<file path="src/rtl/gpu_pixel_write_queue_pkg.sv">
// Shared framebuffer geometry, bus widths, colours and queue state encoding
// for the line-drawing GPU.
package gpu_pkg;
    localparam int FB_WIDTH  = 640;
    localparam int FB_HEIGHT = 400;
    localparam int FB_PIXELS = FB_WIDTH * FB_HEIGHT;
    localparam int ADDR_W    = 18;
    localparam int DATA_W    = 16;

    localparam logic [15:0] COLOR_WHITE = 16'hFFFF;
    localparam logic [15:0] COLOR_BLACK = 16'h0000;

    typedef enum logic [1:0] {
        IDLE  = 2'd0,
        DRAIN = 2'd1,
        CLEAR = 2'd2
    } q_state_e;
endpackage

</file>
<file path="src/rtl/gpu_pixel_write_queue_if.sv">
// Pixel request handshake plus SRAM write-port bundle of the pixel write queue.
// The master side is the producer/observer, the slave side is the queue itself.
interface gpu_pixel_write_queue_if #(
    parameter int ADDR_W = gpu_pkg::ADDR_W,
    parameter int DATA_W = gpu_pkg::DATA_W
);
    logic              I_VIDEO_ON;
    logic              I_PIX_VALID;
    logic [ADDR_W-1:0] I_PIX_ADDR;
    logic [DATA_W-1:0] I_PIX_DATA;
    logic              O_PIX_READY;
    logic              I_CLEAR_REQ;
    logic [DATA_W-1:0] I_CLEAR_COLOR;
    logic [ADDR_W-1:0] O_GPU_ADDR;
    logic [DATA_W-1:0] O_GPU_DATA;
    logic              O_GPU_WRITE;
    logic              O_GPU_READ;
    logic              O_BUSY;
    logic              O_CLEAR_DONE;
    logic              O_ADDR_ERR;

    modport master (
        output I_VIDEO_ON, I_PIX_VALID, I_PIX_ADDR, I_PIX_DATA, I_CLEAR_REQ, I_CLEAR_COLOR,
        input  O_PIX_READY, O_GPU_ADDR, O_GPU_DATA, O_GPU_WRITE, O_GPU_READ,
               O_BUSY, O_CLEAR_DONE, O_ADDR_ERR
    );

    modport slave (
        input  I_VIDEO_ON, I_PIX_VALID, I_PIX_ADDR, I_PIX_DATA, I_CLEAR_REQ, I_CLEAR_COLOR,
        output O_PIX_READY, O_GPU_ADDR, O_GPU_DATA, O_GPU_WRITE, O_GPU_READ,
               O_BUSY, O_CLEAR_DONE, O_ADDR_ERR
    );
endinterface

</file>
<file path="src/rtl/gpu_pixel_write_queue_fifo.sv">
// Synchronous FIFO holding packed {address, colour} pixel requests.
// Push is ignored when full and pop when empty; no same-cycle bypass.
module gpu_pixel_fifo #(
    parameter  int DEPTH = 16,
    parameter  int WIDTH = 34,
    localparam int PTR_W = $clog2(DEPTH),
    localparam int CNT_W = PTR_W + 1
) (
    input  logic             clk_i,
    input  logic             rst_i,
    input  logic             push_i,
    input  logic             pop_i,
    input  logic [WIDTH-1:0] wdata_i,
    output logic [WIDTH-1:0] rdata_o,
    output logic [CNT_W-1:0] count_o,
    output logic             empty_o,
    output logic             full_o
);
    logic [WIDTH-1:0] mem_q [DEPTH];
    logic [PTR_W-1:0] wr_ptr_q, wr_ptr_d;
    logic [PTR_W-1:0] rd_ptr_q, rd_ptr_d;
    logic [CNT_W-1:0] count_q, count_d;
    logic             do_push, do_pop;

    assign empty_o = (count_q == '0);
    assign full_o  = (count_q == CNT_W'(DEPTH));
    assign count_o = count_q;
    assign rdata_o = mem_q[rd_ptr_q];
    assign do_push = push_i & ~full_o;
    assign do_pop  = pop_i & ~empty_o;

    always_comb begin
        wr_ptr_d = wr_ptr_q + PTR_W'(do_push);
        rd_ptr_d = rd_ptr_q + PTR_W'(do_pop);
        count_d  = count_q + CNT_W'(do_push) - CNT_W'(do_pop);
    end

    always_ff @(posedge clk_i or posedge rst_i) begin
        if (rst_i) begin
            wr_ptr_q <= '0;
            rd_ptr_q <= '0;
            count_q  <= '0;
        end else begin
            wr_ptr_q <= wr_ptr_d;
            rd_ptr_q <= rd_ptr_d;
            count_q  <= count_d;
        end
    end

    always_ff @(posedge clk_i) begin
        if (do_push) mem_q[wr_ptr_q] <= wdata_i;
    end
endmodule

</file>
<file path="src/rtl/gpu_pixel_write_queue.sv">
// Pixel write queue: buffers drawer writes and issues them to SRAM outside active
// video, with a full-framebuffer clear sweep that preempts (but keeps) queued pixels.
module gpu_pixel_write_queue
    import gpu_pkg::*;
#(
    parameter int DEPTH     = 16,
    parameter int ADDR_W    = gpu_pkg::ADDR_W,
    parameter int DATA_W    = gpu_pkg::DATA_W,
    parameter int FB_PIXELS = gpu_pkg::FB_PIXELS
) (
    input logic                    I_CLK,
    input logic                    I_RST,
    gpu_pixel_write_queue_if.slave pif
);
    localparam int                CNT_W    = $clog2(DEPTH) + 1;
    localparam int                WIDTH    = ADDR_W + DATA_W;
    localparam logic [ADDR_W-1:0] CLR_LAST = ADDR_W'(FB_PIXELS - 1);

    q_state_e          state_q, state_d;
    logic [ADDR_W-1:0] clr_addr_q, clr_addr_d;
    logic [DATA_W-1:0] clr_color_q, clr_color_d;
    logic [ADDR_W-1:0] gpu_addr_q, gpu_addr_d;
    logic [DATA_W-1:0] gpu_data_q, gpu_data_d;
    logic              gpu_write_q, gpu_write_d;
    logic              clear_done_q, clear_done_d;
    logic              addr_err_q, addr_err_d;
    logic              busy_q, busy_d;

    logic              push, pop, start_clear, clear_last, clearing_d;
    logic [CNT_W-1:0]  fifo_count, cnt_d;
    logic              fifo_empty, fifo_full;
    logic [WIDTH-1:0]  head;
    logic [ADDR_W-1:0] head_addr;
    logic [DATA_W-1:0] head_data;

    assign push      = pif.I_PIX_VALID & ~fifo_full;
    assign head_addr = head[WIDTH-1:DATA_W];
    assign head_data = head[DATA_W-1:0];

    gpu_pixel_fifo #(
        .DEPTH (DEPTH),
        .WIDTH (WIDTH)
    ) u_fifo (
        .clk_i   (I_CLK),
        .rst_i   (I_RST),
        .push_i  (push),
        .pop_i   (pop),
        .wdata_i ({pif.I_PIX_ADDR, pif.I_PIX_DATA}),
        .rdata_o (head),
        .count_o (fifo_count),
        .empty_o (fifo_empty),
        .full_o  (fifo_full)
    );

    always_comb begin
        pop          = 1'b0;
        start_clear  = 1'b0;
        clear_last   = 1'b0;
        clr_addr_d   = clr_addr_q;
        clr_color_d  = clr_color_q;
        gpu_addr_d   = gpu_addr_q;
        gpu_data_d   = gpu_data_q;
        gpu_write_d  = 1'b0;
        clear_done_d = 1'b0;
        addr_err_d   = addr_err_q;

        if (state_q == CLEAR) begin
            if (!pif.I_VIDEO_ON) begin
                gpu_addr_d  = clr_addr_q;
                gpu_data_d  = clr_color_q;
                gpu_write_d = 1'b1;
                if (clr_addr_q == CLR_LAST) begin
                    clear_last   = 1'b1;
                    clear_done_d = 1'b1;
                end else begin
                    clr_addr_d = clr_addr_q + ADDR_W'(1);
                end
            end
        end else if (pif.I_CLEAR_REQ) begin
            start_clear = 1'b1;
            clr_addr_d  = '0;
            clr_color_d = pif.I_CLEAR_COLOR;
        end else if (state_q == DRAIN && !fifo_empty && !pif.I_VIDEO_ON) begin
            pop = 1'b1;
            // Out-of-framebuffer entries are dropped silently apart from the sticky flag.
            if (int'(head_addr) < FB_PIXELS) begin
                gpu_addr_d  = head_addr;
                gpu_data_d  = head_data;
                gpu_write_d = 1'b1;
            end else begin
                addr_err_d = 1'b1;
            end
        end

        cnt_d      = fifo_count + CNT_W'(push) - CNT_W'(pop);
        clearing_d = start_clear | ((state_q == CLEAR) & ~clear_last);
        state_d    = clearing_d ? CLEAR : ((cnt_d != '0) ? DRAIN : IDLE);
        busy_d     = clearing_d | (cnt_d != '0);
    end

    always_ff @(posedge I_CLK or posedge I_RST) begin
        if (I_RST) begin
            state_q      <= IDLE;
            clr_addr_q   <= '0;
            gpu_addr_q   <= '0;
            gpu_data_q   <= '0;
            gpu_write_q  <= 1'b0;
            clear_done_q <= 1'b0;
            addr_err_q   <= 1'b0;
            busy_q       <= 1'b0;
        end else begin
            state_q      <= state_d;
            clr_addr_q   <= clr_addr_d;
            gpu_addr_q   <= gpu_addr_d;
            gpu_data_q   <= gpu_data_d;
            gpu_write_q  <= gpu_write_d;
            clear_done_q <= clear_done_d;
            addr_err_q   <= addr_err_d;
            busy_q       <= busy_d;
        end
    end

    always_ff @(posedge I_CLK) begin
        clr_color_q <= clr_color_d;
    end

    assign pif.O_PIX_READY  = ~fifo_full;
    assign pif.O_GPU_ADDR   = gpu_addr_q;
    assign pif.O_GPU_DATA   = gpu_data_q;
    assign pif.O_GPU_WRITE  = gpu_write_q;
    assign pif.O_GPU_READ   = 1'b0;
    assign pif.O_BUSY       = busy_q;
    assign pif.O_CLEAR_DONE = clear_done_q;
    assign pif.O_ADDR_ERR   = addr_err_q;
endmodule

</file>
<file path="src/flat_wrapper.sv">
// flat-port wrapper written by rule: the top's interface ports become plain ports
module gpu_pixel_write_queue_flat import gpu_pkg::*;
#(
    parameter int DEPTH     = 16,
    parameter int ADDR_W    = gpu_pkg::ADDR_W,
    parameter int DATA_W    = gpu_pkg::DATA_W,
    parameter int FB_PIXELS = gpu_pkg::FB_PIXELS
)
  (I_CLK, I_RST, pif_I_VIDEO_ON, pif_I_PIX_VALID, pif_I_PIX_ADDR, pif_I_PIX_DATA, pif_I_CLEAR_REQ, pif_I_CLEAR_COLOR, pif_O_PIX_READY, pif_O_GPU_ADDR, pif_O_GPU_DATA, pif_O_GPU_WRITE, pif_O_GPU_READ, pif_O_BUSY, pif_O_CLEAR_DONE, pif_O_ADDR_ERR);
  gpu_pixel_write_queue_if #(.ADDR_W(ADDR_W), .DATA_W(DATA_W)) pif_i ();
  input logic I_CLK;
  input logic I_RST;
  input wire logic [$bits(pif_i.I_VIDEO_ON)-1:0] pif_I_VIDEO_ON;
  input wire logic [$bits(pif_i.I_PIX_VALID)-1:0] pif_I_PIX_VALID;
  input wire logic [$bits(pif_i.I_PIX_ADDR)-1:0] pif_I_PIX_ADDR;
  input wire logic [$bits(pif_i.I_PIX_DATA)-1:0] pif_I_PIX_DATA;
  input wire logic [$bits(pif_i.I_CLEAR_REQ)-1:0] pif_I_CLEAR_REQ;
  input wire logic [$bits(pif_i.I_CLEAR_COLOR)-1:0] pif_I_CLEAR_COLOR;
  output wire logic [$bits(pif_i.O_PIX_READY)-1:0] pif_O_PIX_READY;
  output wire logic [$bits(pif_i.O_GPU_ADDR)-1:0] pif_O_GPU_ADDR;
  output wire logic [$bits(pif_i.O_GPU_DATA)-1:0] pif_O_GPU_DATA;
  output wire logic [$bits(pif_i.O_GPU_WRITE)-1:0] pif_O_GPU_WRITE;
  output wire logic [$bits(pif_i.O_GPU_READ)-1:0] pif_O_GPU_READ;
  output wire logic [$bits(pif_i.O_BUSY)-1:0] pif_O_BUSY;
  output wire logic [$bits(pif_i.O_CLEAR_DONE)-1:0] pif_O_CLEAR_DONE;
  output wire logic [$bits(pif_i.O_ADDR_ERR)-1:0] pif_O_ADDR_ERR;
  assign pif_i.I_VIDEO_ON = pif_I_VIDEO_ON;
  assign pif_i.I_PIX_VALID = pif_I_PIX_VALID;
  assign pif_i.I_PIX_ADDR = pif_I_PIX_ADDR;
  assign pif_i.I_PIX_DATA = pif_I_PIX_DATA;
  assign pif_i.I_CLEAR_REQ = pif_I_CLEAR_REQ;
  assign pif_i.I_CLEAR_COLOR = pif_I_CLEAR_COLOR;
  assign pif_O_PIX_READY = pif_i.O_PIX_READY;
  assign pif_O_GPU_ADDR = pif_i.O_GPU_ADDR;
  assign pif_O_GPU_DATA = pif_i.O_GPU_DATA;
  assign pif_O_GPU_WRITE = pif_i.O_GPU_WRITE;
  assign pif_O_GPU_READ = pif_i.O_GPU_READ;
  assign pif_O_BUSY = pif_i.O_BUSY;
  assign pif_O_CLEAR_DONE = pif_i.O_CLEAR_DONE;
  assign pif_O_ADDR_ERR = pif_i.O_ADDR_ERR;
  gpu_pixel_write_queue #(.DEPTH(DEPTH), .ADDR_W(ADDR_W), .DATA_W(DATA_W), .FB_PIXELS(FB_PIXELS)) u_core (.I_CLK(I_CLK), .I_RST(I_RST), .pif(pif_i));
endmodule
</file>
<file path="config.mk">
export PLATFORM = sky130hd
export DESIGN_NAME = gpu_pixel_write_queue_flat
export DESIGN_NICKNAME = d
export VERILOG_FILES = /design/src/rtl/gpu_pixel_write_queue_pkg.sv /design/src/rtl/gpu_pixel_write_queue_if.sv /design/src/rtl/gpu_pixel_write_queue_fifo.sv /design/src/rtl/gpu_pixel_write_queue.sv /design/src/flat_wrapper.sv
export SDC_FILE = /design/constraint.sdc
export NUM_CORES = 1
export LEC_CHECK = 0
export BUFFER_PORTS_ARGS = -buffer_cell sky130_fd_sc_hd__buf_4
export CORE_MARGIN = 2
export CORE_UTILIZATION = 55
export CTS_CLUSTER_SIZE = 12
export DETAILED_ROUTE_END_ITERATION = 10
export GPL_TIMING_DRIVEN = 0
export PLACE_DENSITY = 0.76
export SETUP_SLACK_MARGIN = 0.05
export SYNTH_ARGS = -nofsm -noshare
export SYNTH_HDL_FRONTEND = slang
export SYNTH_SLANG_ARGS = --single-unit
</file>
<file path="constraint.sdc">
create_clock -name I_CLK -period 5.1 [get_ports I_CLK]
set_input_delay 0.255 -clock I_CLK [delete_from_list [all_inputs] [get_ports I_CLK]]
set_output_delay 0.255 -clock I_CLK [all_outputs]
set_load 0.005 [all_outputs]
</file>
==> results.yml, run 1 <==
status:
  status: "completed"
sta:
  slew_viol_final: 0
  rsz0062_at_grt: "no"
  tns_ps: 0
  setup_ws_ps: 688.5
  hold_ws_ps: 26.24
  max_slew.worst_pin.slew_ps: 1113
  setup_violations: 0
  skew_ps: 15.45
  fin_crit_ps: 4411
  slew_headroom_pct: 25.79
  finalHoldViolCount: 0
  fin_crit_sh_pct: 86.50
  fmaxAchievable_mhz: 226.7
logic_synthesis:
  synthArstFlopShare_pct: 11.25
  ys.flop_type: "edfxtp_1"
  synth.avg_cell_area_sq_um: 18.86
  yosysWarnings: 0
  postSynthCellCount: 1308
  synth_seq_cells: 631
  synth.top_cell.area_share_pct: 68.15
  seq_area_frac_synth_pct: 75.35
  synth.most_common_cell: "edfxtp_1"
  synth_common_cells: "edfxtp_1, mux4_2, nor2_1"
  yosysUniqueCellTypes: 54
  synth-edff-count: 560
  synth_top_cell_by_area: "edfxtp_1"
  ys_top_cells_by_area: "edfxtp_1, mux4_2, dfrtp_1"
  syn_area_sq_um: 24670
  synthesis.nets: 1379
die:
  coreArea_sq_um: 44220
  dieHeight_um: 215.8
  dieArea_sq_um: 46570
  row_count: 77
  num_io_pins: 95
  start_util_pct: 55.80
  die_w_um: 215.8
finish:
  finish.net_count: 1621
  syn_to_final_growth_pct: 18.28
  drive_gt1_share_pct: 24.55
  nFillCells: 2788
  antenna_cells: 0
  instances_no_fill: 2193
worst_setup_path:
  reg2regPathDepth: 17
  rrSetupSlack_ps: 690
  worstSetupPathType: "flip-flop to flip-flop"
  startpoint: "u_core.u_fifo.count_o[3]"
  timing.critical_path.fanout_max: 10
  critical_path_arrival_ps: 4820
  r2r_end: "u_core.pif.O_BUSY"
  start_kind: "flip-flop"
  worst_setup_path_end_kind: "flip-flop"
  required_ps: 5510
  r2r-start: "u_core.u_fifo.count_o[3]"
route:
  vias: 13750
  drt_iter0_drc: 1842
  first_pass_iters: 5
  final_antenna_net_count: 0
  route.detailed.drc: 0
  routed_wl_mm: 59.11
  via_per_inst: 6.269
  drt-wirelength-per-cell_um: 26.96
hold_path:
  hold_start: "pif_I_PIX_DATA[9]"
  hold_path_depth: 1
  hold_path_end: "u_core.u_fifo.mem_q[12][9]"
  hp-class: "input pin to flip-flop"
placement:
  dpl_worst_slack_ps: 800.6
  gp_congestion: 0.8252
  placed_cells: 2022
  io_buffers: 93
  hpwl_mm: 37.14
clock_network:
  clkTransAtPathRegs_ps: 60
  cts-root-buf: "clkbuf_16"
  cts-buffers-inserted: 66
  cts.htree.levels: 3
  cts_tree: "done"
  cts.sinks: 631
  clk_latency_ps: 590
  post_cts_buffers: 0
  cts_max_path_buffers: 3
power_and_ir_drop:
  clkPwrFrac_pct: 31.5
  p_per_area_nw_per_um2: 484.1
  sequentialPowerShare_pct: 46.1
  swShare_pct: 27.91
  p_comb_share_pct: 22.4
  peakVddDrop_mv: 0.2769
  leakagePower_nw: 9.829
  p_switching_w: 0.003943
  internal-power_w: 0.01018
  total_power_w: 0.01413
global_routing:
  grt_max_degree: 60
  grt_first_pass_wirelength_mm: 87.69
  grt_pass1_vias: 14110
  track_usage_pct: 25.95
  antenna_found_initial: 0
  grt_overflow: 0
job:
  maxCapViolCount: 0
sequential cells by signal, summed over array words and instances (netlist names):
| name | count |
|---|---|
| u_core.pif.O_GPU_WRITE | 1 |
| u_core.clr_addr_q | 18 |
| u_core.clr_color_q | 16 |
| u_core.pif.O_CLEAR_DONE | 1 |
| u_core.pif.O_GPU_ADDR | 18 |
| u_core.state_q | 2 |
| u_core.pif.O_BUSY | 1 |
| u_core.u_fifo.mem_q | 544 |
| u_core.pif.O_ADDR_ERR | 1 |
| u_core.u_fifo.wr_ptr_q | 4 |
| u_core.u_fifo.rd_ptr_q | 4 |
| u_core.pif.O_GPU_DATA | 16 |
| u_core.u_fifo.count_o | 5 |
per-stage QoR:
step	instance area (sq um)	util, %
2_1_floorplan	24670	-
3_3_place_gp	26110	59.05
3_5_place_dp	26680	60.34
4_1_cts	29180	66.00
5_1_grt	29180	66.00
6_report	29180	66.00
how the worst max path moves through the flow:
stage          slack (ps)                         end  depth (start not counted)
6_report              690           u_core.pif.O_BUSY                         17
5_1_grt               530           u_core.pif.O_BUSY                         17
4_1_cts               740           u_core.pif.O_BUSY                         17
3_5_place_dp          800           u_core.pif.O_BUSY                         17
3_3_place_gp        -1670  u_core.u_fifo.mem_q[0][20]                          6
2_1_floorplan        1110   u_core.u_fifo.mem_q[0][0]                          6
critical path, cell delays in order (launching register included):
cell	delay, ps
dfrtp_1	390
inv_1	80
ha_1	170
nand2_1	60
o21ai_1	710
clkbuf_1	680
inv_1	120
ha_1	320
inv_1	50
ha_1	210
fa_1	440
a21oi_1	160
nor2_1	50
nor2_1	110
xnor2_1	130
nand2_1	70
nor4_1	300
o21ai_0	170
per-layer routing:
metal	part of all wire, %	GRT usage [%]	wire [um]
met5	0	0	0
met3	9.9	6.159	5833
met2	47	39.83	27780
met4	3.4	11.06	2036
met1	40	36.19	23460
placed cells by master (no fill, tap or decap), types with 6 or more instances in the layout:
cell type      Yosys  routed
a221o_1            6       6
nor2_1           123     111
buf_1              6       6
nor3b_1            6       6
clkbuf_16          0      67
nand2_1           78      78
dlygate4sd3_1      0      52
buf_2             12      12
xnor2_1            9       9
o21ai_0            7       7
clkbuf_8           0       6
buf_12             1      12
o2bb2ai_1         27      27
nor2b_1            6       6
o22ai_1           27      27
mux4_2           134     134
a21oi_1           35      35
a31oi_1           27      27
inv_1             15      14
xor2_1            15      15
a22oi_1            7       7
edfxtp_1         560     560
nor2_4             0      12
dfrtp_1           71      71
buf_6              6      22
nand3_1           17      17
buf_4              9     102
clkbuf_1          33      64
ha_1              14      14
and3_1             6       6
timing repair:
action | in CTS | in global routing
hold buffers | 52 | 0
endpoints found under the hold margin | 617 | 0
resized for setup | 0 | 0
logic make-up after synthesis:
group | count (synthesis) | share of synthesized area [%]
compound gates | 145 | 3.940
xor+xnor | 24 | 0.8520
fa+ha+maj | 16 | 0.8722
buf+inv | 85 | 1.785
flops | 631 | 75.35
mux | 139 | 12.43
other cells | 1 | 0.01520
simple gates | 267 | 4.746
area by class of cell:
class / count / area (sq um) / share of cell area [%]
tap: 592 / 740.7 / 2.538
sequential: 631 / 18590 / 63.71
clock buffer: 105 / 1879 / 6.439
inverter: 17 / 66.31 / 0.2272
timing repair buffer: 174 / 1674 / 5.736
clock inverter: 14 / 102.6 / 0.3516
multi-input combinational: 592 / 5751 / 19.70
buffer: 68 / 377.9 / 1.295
power groups by stage:
stage	combinational (W)	clock, W	sequential [W]
2_1_floorplan	0.00197	0	0.00654
3_3_place_gp	0.00285	0	0.00663
3_5_place_dp	0.00311	0	0.00659
4_1_cts	0.00317	0.00449	0.00650
5_1_grt	0.00339	0.00468	0.00654
6_report	0.00317	0.00445	0.00651
Power figures use the tool's default switching activity.
==> run 2, diff against run 1 <==
--- a/config.mk
+++ b/config.mk
@@ -10,9 +10,10 @@
 export CORE_UTILIZATION = 55
 export CTS_CLUSTER_SIZE = 12
 export DETAILED_ROUTE_END_ITERATION = 10
-export GPL_TIMING_DRIVEN = 0
+export GPL_TIMING_DRIVEN = 1
 export PLACE_DENSITY = 0.76
 export SETUP_SLACK_MARGIN = 0.05
 export SYNTH_ARGS = -nofsm -noshare
 export SYNTH_HDL_FRONTEND = slang
+export SYNTH_HIERARCHICAL = 1
 export SYNTH_SLANG_ARGS = --single-unit
==> run 2 against run 1 <==
Sequential power increased by 3.5%. Final cell count is 5.6% lower. Setup slack gained 550 ps. Synthesized cell count down 3.3%. Die area rose by 0.17%. Utilization is 1.7 points lower. Final area shrank 2.4%. Largest power group unchanged. Wire length down 6.1%.
==> results.yml, run 2 <==
logic_synthesis:
  synthArstFlopShare_pct: 11.25
  seq_area_frac_synth_pct: 75.22
  yosysUniqueCellTypes: 54
  synth_top_cell_by_area: "edfxtp_1"
  synth_seq_cells: 631
  synthesis.nets: 1338
  postSynthCellCount: 1265
  synth.avg_cell_area_sq_um: 19.54
  synth_common_cells: "edfxtp_1, nand2_1, mux4_2"
  syn_area_sq_um: 24720
  synth-edff-count: 560
  ys_top_cells_by_area: "edfxtp_1, mux4_2, dfrtp_1"
  synth.most_common_cell: "edfxtp_1"
  synth.top_cell.area_share_pct: 68.03
  ys.flop_type: "edfxtp_1"
  yosysWarnings: 6
route:
  route.detailed.drc: 0
  drt-wirelength-per-cell_um: 26.80
  routed_wl_mm: 55.51
  final_antenna_net_count: 0
  vias: 12820
  via_per_inst: 6.192
  drt_iter0_drc: 1377
  first_pass_iters: 6
placement:
  gp_congestion: 0.8398
  io_buffers: 93
  hpwl_mm: 30.11
  placed_cell_area_sq_um: 26210
finish:
  layout_commonest_cell: "edfxtp_1"
  finish.net_count: 1509
  nFillCells: 2885
  multi_input_area_sq_um: 5863
  seq_area_sq_um: 18600
  largest_reg_flops: 544
  syn_to_final_growth_pct: 15.27
  drive_gt1_share_pct: 26.49
  final_cell_mix: "edfxtp_1, nand2_1, mux4_2, buf_4, dfrtp_1"
  regMostFlops: "u_core/u_fifo/mem_q"
  final_area_sq_um: 28490
clock_network:
  clkTransAtPathRegs_ps: 60
  cts-resized-gates: 0
  clk_latency_ps: 640
  post_cts_buffers: 0
  cts_max_path_buffers: 3
  cts-root-buf: "clkbuf_16"
  cts-buffers-inserted: 61
  cts.htree.levels: 2
  cts.sinks: 631
  cts_tree: "done"
  cts-hold-fix-buffers: 52
sta:
  tns_ps: 0
  max_slew.worst_pin.slew_ps: 1155
  slew_headroom_pct: 22.81
  setup_violations: 0
  finalHoldViolCount: 0
  rsz0062_at_grt: "no"
  fin_crit_sh_pct: 75.79
  fin_crit_ps: 3866
  skew_ps: 23.25
  slew_viol_final: 0
  fmaxAchievable_mhz: 258.7
worst_setup_path:
  crit_chain: "inv_1 > ha_1 > nor4b_1 > nand2b_1 > or4_1 > inv_1 > ha_1 > inv_1 > ha_1 > fa_1 > nand3_1 > nand3_1 > a2111oi_0 > a21oi_1"
  start_kind: "flip-flop"
  reg2regPathDepth: 14
  critical_path_arrival_ps: 4340
  r2r_end: "u_core/state_q[0]"
  crit_slowest_cell: "a2111oi_0"
  slowest_delay_ps: 890
  rrSetupSlack_ps: 1230
  worstSetupPathType: "flip-flop to flip-flop"
  required_ps: 5580
  r2r-start: "u_core/u_fifo/count_o[2]"
  timing.critical_path.fanout_max: 4
  startpoint: "u_core/u_fifo/count_o[2]"
  worst_setup_path_end_kind: "flip-flop"
die:
  row_count: 77
  dieHeight_um: 216.0
  coreArea_sq_um: 44320
  start_util_pct: 55.77
  num_io_pins: 95
  dieArea_sq_um: 46650
  die_w_um: 216.0
power_and_ir_drop:
  internal-power_w: 0.01019
  peakVddDrop_mv: 0.3259
  p_comb_share_pct: 23.8
  clkPwrFrac_pct: 28.7
  p_switching_w: 0.003988
  sequentialPowerShare_pct: 47.5
  p_per_area_nw_per_um2: 497.7
  leakagePower_nw: 9.662
  swShare_pct: 28.12
global_routing:
  antenna_found_initial: 3
  grt_max_degree: 59
  grt_overflow: 0
  grt_first_pass_wirelength_mm: 82.33
  grt_pass1_vias: 13140
  track_usage_pct: 24.24
hold_path:
  hp-class: "input pin to flip-flop"
  hold_path_depth: 3
  hold_path_end: "u_core/clr_addr_q[4]"
  hold_start: "pif_I_VIDEO_ON"
job:
  maxCapViolCount: 0
status:
  status: "completed"
[run 2: power groups by stage]
stage | combinational [W] | clock (W) | sequential (W)
2_1_floorplan | 0.00241 | 0 | 0.00664
3_3_place_gp | 0.00325 | 0 | 0.00679
3_5_place_dp | 0.00332 | 0 | 0.00684
4_1_cts | 0.00339 | 0.00413 | 0.00674
5_1_grt | 0.00362 | 0.00433 | 0.00680
6_report | 0.00337 | 0.00407 | 0.00674
[run 2: routing by layer]
layer / routed length, um / global-route usage (%) / vias up
li1: - / - / 5421
met1: 21060 / 32.40 / 6643
met2: 27550 / 39.82 / 651
met3: 5230 / 5.074 / 109
met4: 1670 / 9.064 / 0
met5: 0 / 0 / -
[run 2: worst max path at each step]
stage | endpoint | slack [ps] | cells after the start
2_1_floorplan | u_core/u_fifo/mem_q[0][0] | 910 | 7
3_3_place_gp | u_core/state_q[0] | 1430 | 14
3_5_place_dp | u_core/state_q[0] | 1270 | 14
4_1_cts | u_core/state_q[0] | 1220 | 14
5_1_grt | u_core/state_q[0] | 980 | 14
6_report | u_core/state_q[0] | 1230 | 14
[run 2: cells by family (layout without fill, tap and decap cells)]
family                     count (synthesis)  after routing  synth area share [%]
AOI/OAI and AO/OA                        114            114                 3.412
muxes                                    180            180                 14.35
and+or+nand+nor                          220            220                 3.974
adders and majority gates                 18             18                0.9719
other                                      1              4               0.01517
buffers and inverters                     90            301                 1.670
xor gates and xnor gates                  11             11                0.3898
DFF                                      631            631                 75.22
[run 2: layout make-up]
type	instances	area share, %
diodes	3	0.02635
clock buffers	91	5.788
clock inverters	12	0.3777
inverters	25	0.3294
multi-input cells	544	20.58
flip-flops and latches	631	65.28
well taps	592	2.600
repair buffers	173	5.015
[run 2: worst max-delay path, delay by kind of cell (launching register included)]
| kind | cells | cell delay, ps |
|---|---|---|
| buffers and inverters | 3 | 280 |
| AND/OR/NAND/NOR | 5 | 980 |
| adder cells (fa/ha/maj) | 4 | 1010 |
| flip-flops | 1 | 410 |
| AO/OA/AOI/OAI | 2 | 1050 |
[run 2: through the flow]
step	total power, W	hold slack, ps	worst slack [ps]	cells	util [%]
6_report	0.01418	29.19	1234	2071	64.29
5_1_grt	0.01475	34.05	977.2	2070	64.28
4_1_cts	0.01426	3.422	1219	2068	64.27
3_5_place_dp	0.01016	342.8	1270	1913	59.13
3_3_place_gp	0.01005	338.3	1432	1913	59.13
2_1_floorplan	0.009048	132.0	913.6	1265	-
==> run 3, diff against run 2 <==
==> constraint.sdc (replaced) <==
create_clock -name I_CLK -period 3.8 [get_ports I_CLK]
set_input_delay 0.19 -clock I_CLK [delete_from_list [all_inputs] [get_ports I_CLK]]
set_output_delay 0.19 -clock I_CLK [all_outputs]
set_load 0.005 [all_outputs]
==> run 3 against run 2 <==
Wire length increased by 0.84%. Clock-buffer cell count increased by 6. Flip-flop and latch count unchanged. Clock power increased by 44%. Register-to-register slack got worse by 870 ps. Total power increased by 38%. First-iteration DRC count decreased by 8.6%. Critical path type unchanged. Largest power group unchanged.
==> results.yml, run 3 (synthesis results as in run 2) <==
global_routing:
  grt_first_pass_wirelength_mm: 83.97
  grt_overflow: 0
  grt_max_degree: 62
  track_usage_pct: 24.58
  antenna_found_initial: 1
  grt_pass1_vias: 13360
route:
  via_per_inst: 6.203
  routed_wl_mm: 55.98
  drt_iter0_drc: 1259
  first_pass_iters: 5
  drt-wirelength-per-cell_um: 26.76
  final_antenna_net_count: 0
  route.detailed.drc: 0
  vias: 12980
clock_network:
  cts-buffers-inserted: 66
  clkTransAtPathRegs_ps: 60
  cts-resized-gates: 0
  cts.htree.levels: 3
  cts-root-buf: "clkbuf_16"
  cts_max_path_buffers: 3
  cts.sinks: 631
  clk_latency_ps: 580
  cts_tree: "done"
sta:
  fmaxAchievable_mhz: 291.0
  tns_ps: 0
  rsz0062_at_grt: "no"
  fin_crit_sh_pct: 90.42
  max_slew.worst_pin.slew_ps: 1184
  hold_ws_ps: 246.0
  finalHoldViolCount: 0
  slew_headroom_pct: 20.89
  setup_violations: 0
  skew_ps: 16.83
  fin_crit_ps: 3436
  slew_viol_final: 0
hold_path:
  hp-class: "input pin to async pin"
power_and_ir_drop:
  leakagePower_nw: 9.879
  p_per_area_nw_per_um2: 676.5
  total_power_w: 0.01960
  peakVddDrop_mv: 0.4960
finish:
  finish.net_count: 1527
  syn_to_final_growth_pct: 17.18
  layout_commonest_cell: "edfxtp_1"
  final_cell_mix: "edfxtp_1, nand2_1, mux4_2, buf_4"
  largest_reg_flops: 544
  regMostFlops: "u_core/u_fifo/mem_q"
  drive_gt1_share_pct: 27.48
worst_setup_path:
  timing.critical_path.fanout_max: 4
  rrSetupSlack_ps: 360
  required_ps: 4240
  start_kind: "flip-flop"
  critical_path_arrival_ps: 3880
  worstSetupPathType: "flip-flop to flip-flop"
  worst_setup_path_end_kind: "flip-flop"
die:
  start_util_pct: 55.77
  num_io_pins: 95
  dieArea_sq_um: 46650
  coreArea_sq_um: 44320
  row_count: 77
  die_w_um: 216.0
  dieHeight_um: 216.0
placement:
  gp_congestion: 0.8371
  hpwl_mm: 30.27
  io_buffers: 93
job:
  maxCapViolCount: 0
status:
  status: "completed"
## run 3: cell count changes in the layout (fill, tap and decap cells not counted)
cell,change
dlygate4sd3_1,+1
clkinv_8,-2
clkinv_2,+2
nor3_2,-4
clkinv_1,+3
nor3_4,+4
buf_12,+13
clkbuf_1,-2
clkbuf_16,+8
diode_2,-2
buf_4,-1
inv_6,+1
## run 3: report_power, final
group | total [W] | internal [W] | switching [W]
Sequential | 0.00896 | 0.00850 | 0.000469
Clock | 0.00586 | 0.00342 | 0.00245
Combinational | 0.00477 | 0.00226 | 0.00251
## run 3: per-stage QoR
step                      cells  util (%)  cell area, sq um  setup slack, ps
final                      2092     65.36             28960            364.0
after global routing       2091     65.35             28960            167.2
after CTS                  2091     65.35             28960            357.7
after detailed placement   1925     59.76             26480            386.1
after global placement     1925     59.76             26480            453.0
after floorplan            1265         -             24740            349.6
## run 3: final cells by class
| cell class | count | area (sq um) |
|---|---|---|
| sequential | 631 | 18600 |
| fill | 2892 | 15350 |
| multi-input combinational | 544 | 5888 |
| clock buffer | 97 | 1842 |
| timing repair buffer | 186 | 1692 |
| tap | 592 | 740.7 |
| clock inverter | 16 | 105.1 |
| inverter | 25 | 93.84 |
| antenna | 1 | 2.502 |
## run 3: final timing paths
| check | startpoint | endpoint | depth (start not counted) |
|---|---|---|---|
| worst max-delay path | u_core/u_fifo/count_o[3] | u_core/pif.O_BUSY | 15 |
| worst min-delay path | I_RST | u_core/pif.O_GPU_ADDR[10] | 3 |
| worst max register to register | u_core/u_fifo/count_o[3] | u_core/pif.O_BUSY | 15 |
| worst min register to register | u_core/pif.O_GPU_DATA[12] | u_core/pif.O_GPU_DATA[12] | 1 |
| max in group asynchronous | I_RST | u_core/pif.O_GPU_DATA[4] | 4 |
| min in group I_CLK | pif_I_CLEAR_COLOR[11] | u_core/clr_color_q[11] | 2 |
## run 3: what timing repair did
action,4_1_cts,5_1_grt
buffers inserted,0,0
hold endpoints to repair,598,0
endpoints found under the setup margin,0,0
hold buffers,53,0
## run 3: worst max-delay path: stages (launching register included)
cell and delay [ps]:
dfrtp_1 410, inv_1 90, ha_1 190, nor4b_1 150
nand2b_1 150, or4_1 480, inv_1 140, ha_1 140
inv_1 40, ha_1 200, fa_1 430, nand3_1 120
nand3_1 70, a2111oi_0 430, buf_4 210, nand3b_4 70
## run 3: per-layer routing
layer	track usage (%)	vias to the layer above	part of all wire (%)
li1	-	5465	-
met1	33.77	6783	39
met2	41.03	630	50
met3	4.524	98	7.9
met4	6.758	0	2.3
met5	0	-	0
